===== src/rtl/instr_layer_sequencer.sv =====
// Layer sequencer: fetches one layer's instruction fields from a single-port SRAM
// into a shadow bank, launches it to control_unit and walks the network layer by layer.
module instr_layer_sequencer #(
  parameter int INSTRUCTION_MEMORY_WIDTH  = 16,
  parameter int INSTRUCTION_MEMORY_FIELDS = 24,
  parameter int INSTRUCTION_MEMORY_SIZE   = 32,
  parameter int IM_ADDR_BITS              = 10,
  parameter int STOP_FIELD                = 0
) (
  input  logic                                clk,
  input  logic                                reset,
  input  logic                                enable,
  input  logic                                start,
  input  logic                                EXECUTION_FRAME_BY_FRAME,
  input  logic                                wr_en_ext_im,
  input  logic [IM_ADDR_BITS-1:0]             wr_addr_ext_im,
  input  logic [INSTRUCTION_MEMORY_WIDTH-1:0] wr_data_ext_im,
  output logic                                im_en,
  output logic                                im_we,
  output logic [IM_ADDR_BITS-1:0]             im_addr,
  output logic [INSTRUCTION_MEMORY_WIDTH-1:0] im_wdata,
  input  logic [INSTRUCTION_MEMORY_WIDTH-1:0] im_rdata,
  output logic [INSTRUCTION_MEMORY_FIELDS-1:0][INSTRUCTION_MEMORY_WIDTH-1:0] instruction,
  output logic                                layer_start,
  output logic                                layer_active,
  input  logic                                layer_done,
  output logic [31:0]                         PC,
  output logic                                finished_network,
  output logic                                busy,
  output logic [2:0]                          state_dbg
);

  localparam int F  = INSTRUCTION_MEMORY_FIELDS;
  localparam int IW = $clog2(F + 1);

  localparam logic [2:0] S_IDLE    = 3'd0;
  localparam logic [2:0] S_FETCH   = 3'd1;
  localparam logic [2:0] S_LAUNCH  = 3'd2;
  localparam logic [2:0] S_RUNNING = 3'd3;
  localparam logic [2:0] S_END     = 3'd4;

  localparam logic [IW-1:0]           FIELD_CNT = IW'(F);
  localparam logic [IW-1:0]           LAST_IDX  = IW'(F - 1);
  localparam logic [IM_ADDR_BITS-1:0] BASE_STEP = IM_ADDR_BITS'(F);
  localparam logic [31:0]             PC_MAX    = 32'(INSTRUCTION_MEMORY_SIZE - 1);

  logic [2:0]              state;
  logic [IW-1:0]           issue_idx;
  logic [IW-1:0]           cap_idx;
  logic                    pending;
  logic [IM_ADDR_BITS-1:0] base;
  logic                    fetch_grant;

  // Handshake: a read granted in cycle n (fetch_grant=1) returns im_rdata in
  // cycle n+1, where the pending flag captures it into instruction[cap_idx].
  // External writes take the port unconditionally; they only delay new issues.
  assign fetch_grant = (state == S_FETCH) && !wr_en_ext_im && (issue_idx < FIELD_CNT);

  always_comb begin
    im_en    = 1'b0;
    im_we    = 1'b0;
    im_addr  = '0;
    im_wdata = '0;
    if (wr_en_ext_im) begin
      im_en    = 1'b1;
      im_we    = 1'b1;
      im_addr  = wr_addr_ext_im;
      im_wdata = wr_data_ext_im;
    end else if (fetch_grant) begin
      im_en   = 1'b1;
      im_addr = base + IM_ADDR_BITS'(issue_idx);
    end
  end

  assign busy      = (state != S_IDLE) && (state != S_END);
  assign state_dbg = state;

  always_ff @(posedge clk or posedge reset) begin
    if (reset) begin
      state            <= S_IDLE;
      issue_idx        <= '0;
      cap_idx          <= '0;
      pending          <= 1'b0;
      base             <= '0;
      PC               <= '0;
      instruction      <= '0;
      layer_start      <= 1'b0;
      layer_active     <= 1'b0;
      finished_network <= 1'b0;
    end else if (!enable) begin
      // Abort keeps the bank but drops any in-flight capture.
      state            <= S_IDLE;
      issue_idx        <= '0;
      cap_idx          <= '0;
      pending          <= 1'b0;
      base             <= '0;
      PC               <= '0;
      layer_start      <= 1'b0;
      layer_active     <= 1'b0;
      finished_network <= 1'b0;
    end else begin
      layer_start <= 1'b0;
      pending     <= fetch_grant;
      if (fetch_grant) begin
        cap_idx   <= issue_idx;
        issue_idx <= issue_idx + 1'b1;
      end
      if (pending) begin
        instruction[cap_idx] <= im_rdata;
      end

      case (state)
        S_IDLE: begin
          if (start) begin
            state     <= S_FETCH;
            PC        <= '0;
            base      <= '0;
            issue_idx <= '0;
            cap_idx   <= '0;
          end
        end
        S_FETCH: begin
          if (pending && (cap_idx == LAST_IDX)) begin
            state       <= S_LAUNCH;
            layer_start <= 1'b1;
          end
        end
        S_LAUNCH: begin
          if (instruction[STOP_FIELD][0]) begin
            state            <= S_END;
            finished_network <= 1'b1;
          end else begin
            state        <= S_RUNNING;
            layer_active <= 1'b1;
          end
        end
        S_RUNNING: begin
          if (layer_done) begin
            layer_active <= 1'b0;
            if (PC == PC_MAX) begin
              state            <= S_END;
              finished_network <= 1'b1;
            end else begin
              state     <= S_FETCH;
              PC        <= PC + 32'd1;
              base      <= base + BASE_STEP;
              issue_idx <= '0;
              cap_idx   <= '0;
            end
          end
        end
        S_END: begin
          if (EXECUTION_FRAME_BY_FRAME && start) begin
            state            <= S_FETCH;
            finished_network <= 1'b0;
            PC               <= '0;
            base             <= '0;
            issue_idx        <= '0;
            cap_idx          <= '0;
          end
        end
        default: state <= S_IDLE;
      endcase
    end
  end

endmodule


===== config.mk =====
export PLATFORM = sky130hd
export DESIGN_NAME = instr_layer_sequencer
export DESIGN_NICKNAME = d
export VERILOG_FILES = /design/src/rtl/instr_layer_sequencer.sv
export SDC_FILE = /design/constraint.sdc
export NUM_CORES = 1
export LEC_CHECK = 0
export BUFFER_PORTS_ARGS = -buffer_cell sky130_fd_sc_hd__buf_2
export CORE_AREA = 2 2 193 195
export DETAILED_ROUTE_END_ITERATION = 16
export DIE_AREA = 0 0 195 197
export PLACE_DENSITY = 0.83
export RECOVER_POWER = 25
export SYNTH_ARGS = -nofsm -noshare
export SYNTH_HDL_FRONTEND = slang
export SYNTH_SLANG_ARGS = --single-unit

===== constraint.sdc =====
create_clock -name clk -period 36.2 [get_ports clk]
set_input_delay 1.81 -clock clk [delete_from_list [all_inputs] [get_ports clk]]
set_output_delay 1.81 -clock clk [all_outputs]
set_load 0.01 [all_outputs]

==> flow_summary.toml <==
[synthesis]
synth.area.top_cells = "dfrtp_1, mux2_2, clkbuf_1, nand2_1, nor2_1"
yosys_warnings = 0
syn-num-nets = 1319
ys.flop_type = "dfrtp_1"
synth_top_area_frac = 0.619
netlist_area_um2 = 17800
synthCells = 1264
ys_types = 59
yosysTopAreaCell = "dfrtp_1"
yosys-top-cells-count = "dfrtp_1, mux2_2, clkbuf_1"
yosysMostFrequentCell = "dfrtp_1"
synthArstFlopShare = 1.00
synth_edf_count = 0
seq_area_frac_synth = 0.619
postSynthAreaPerCell_um2 = 14.1
synth-seq-cells = 440

[timing]
hold_viol_final = 0
rsz0062_at_grt = "false"
tns_ns = 0
timing.final.crit_share = 0.214
period_needed_ns = 7.76
setup_viol = 0
tightestPinTransition_ns = 6.21
slew_viol_final = 141
clock.fmax_mhz = 129
timing.slew.headroom = -3.14
fin_worst_skew_ns = 0.0103
fin_ws_ns = 28.44

[clock_network]
h-tree-depth = 2
cts_root_buffer = "clkbuf_16"
cts_resized = 0
cts_tree = "built"
hold_buffers = 0
clk_pin_slew_ns = 0.06
cts_setup_buffers = 0
ctsLongestPathBuffers = 3
clkLatencyLatePin_ns = 0.56
cts_sinks = 440
cts_made_buffers = 46

[setup_path]
cp.arrival_ns = 8.31
worst_path_max_delay_cell = "clkinvlp_2"
r2r_cells = 7
crit_type = "in -> async"
crit_chain = "buf_2, clkinvlp_2, buf_4, buf_4, buf_4"
r2r-start = "state_dbg[1]"
slowest_delay_ns = 3.32
required_ns = 36.75
crit_top_cell = "buf_4"
cp-start-kind = "primary input"
worst_setup_path_end_kind = "asynchronous set/reset pin"
cp_max_fo = 140
rrSetupSlack_ns = 33.08
timing.rr.end = "PC[23]"

[die]
die-area_um2 = 38400
row_count = 70
die_h_um = 197
initial_utilization = 0.491
die_w_um = 195
io_pins = 500
core_area_um2 = 36300

[place]
io_buffers = 499
place_ws_ns = 30.51
dp.cells = 2161
gp_congestion = 0.870
dpl.hpwl_um = 36000

[final_layout]
nFillCells = 2812
final_nets = 1796
multi_input_area_um2 = 6420
register_area_um2 = 11000
postLayoutCoreUtil = 0.608
areaGrowthSynthToFinish_pct = 23.9
drive_gt1_frac = 0.496
final_cells = 2245

[run]
drv_cap = 1

[power]
ir_worst_vdd_mv = 0.0317
total_power_mw = 1.05
leakage_nw = 11.9
p_per_area_nw_per_um2 = 47.8

[min_path]
holdCritPathClass = "reg -> reg"
worstHoldStart = "instruction[4]"
whs_endpoint = "instruction[4]"
hold_depth = 1

[global_route]
met3_usage = 0.0647
gr-usage-met2 = 0.449
grt_pass1_wl_um = 78900
grtUsageTotal = 0.270
grt_overflow = 0
antenna_found_initial = 0
grt_pass1_vias = 12803
busiest_layer = "met2"
grt_max_degree = 141
met1_usage = 0.342

[status]
violations = "capacitance limit, slew limit"
status = "finished, violations left"

[drt]
drc = 0
dr.pass1.iters = 5
drt_iter0_markers = 787
via_count = 12658
finalWirelength_um = 52600
ant_nets = 0
viasPerCell = 5.64
routedWlPerCell_um = 23.4
critical path: cells and delay by family:
kind                   cells  cell delay, ns
buffers and inverters      5            6.30
per-layer routing:
layer	up-vias	share of wire
li1	5459	-
met1	6498	0.40
met2	585	0.49
met3	116	0.072
met4	0	0.037
met5	-	0
metrics by stage:
stage	area, um^2	hold slack (ns)
floorplan	17800	0.515
global placement	20700	0.482
detailed placement	20700	0.488
CTS	22200	0.501
global route	22000	0.512
finish	22000	0.498
cells by family (layout without fill, tap and decap cells):
group | count (synthesis) | in the layout | synth area share
AOI/OAI and AO/OA | 82 | 82 | 0.0306
xor gates and xnor gates | 19 | 19 | 0.00935
adders and majority gates | 6 | 6 | 0.00422
buffers and inverters | 99 | 611 | 0.0223
DFF | 440 | 440 | 0.619
muxes | 387 | 387 | 0.245
other | 0 | 1 | 0
and+or+nand+nor | 231 | 231 | 0.0704
cell type report:
type,count,area share
sequential,440,0.499
multi-input combinational,725,0.291
antenna,1,0.000114
clock inverter,12,0.00533
tap,468,0.0266
timing repair buffer,516,0.112
clock buffer,71,0.0629
inverter,12,0.00210
flip-flops by register name, summed over array words and instances (netlist names):
signal	count
layer_active	1
state_dbg	3
layer_start	1
cap_idx	5
issue_idx	5
PC	32
base	7
pending	1
instruction	384
finished_network	1
worst max path at each step:
stage,from,to,cells after the start
floorplan,reset,PC[0],1
global placement,wr_en_ext_im,im_addr[0],7
detailed placement,wr_en_ext_im,im_addr[0],7
global route,reset,instruction[28],5
finish,reset,instruction[186],5
CTS,wr_en_ext_im,im_addr[0],7
report_power, final:
group          switching (mW)  total [mW]  internal [mW]
registers             0.00863       0.513          0.504
clock network           0.191       0.469          0.278
logic                  0.0481      0.0724         0.0243
total                   0.248        1.05          0.806
cells in the final DEF, fill, tap and decap left out, drive strengths merged, types with 3 or more instances in the layout:
master / netlist / routed
a21oi: 17 / 17
a31oi: 3 / 3
and2: 18 / 18
and3: 4 / 4
buf: 16 / 405
clkbuf: 71 / 182
clkinv: 1 / 9
dfrtp: 440 / 440
ha: 6 / 6
inv: 11 / 12
mux2: 385 / 385
nand2: 59 / 59
nand2b: 3 / 3
nand3: 22 / 22
nand4: 14 / 14
nor2: 37 / 37
nor2b: 8 / 8
nor3: 14 / 14
nor3b: 4 / 4
nor4: 12 / 12
nor4b: 3 / 3
o211ai: 3 / 3
o21ai: 24 / 24
o311ai: 5 / 5
o31ai: 8 / 8
o41ai: 4 / 4
or2: 3 / 3
or3: 12 / 12
or4: 10 / 10
xnor2: 8 / 8
xor2: 11 / 11
Power figures use the tool's default switching activity.
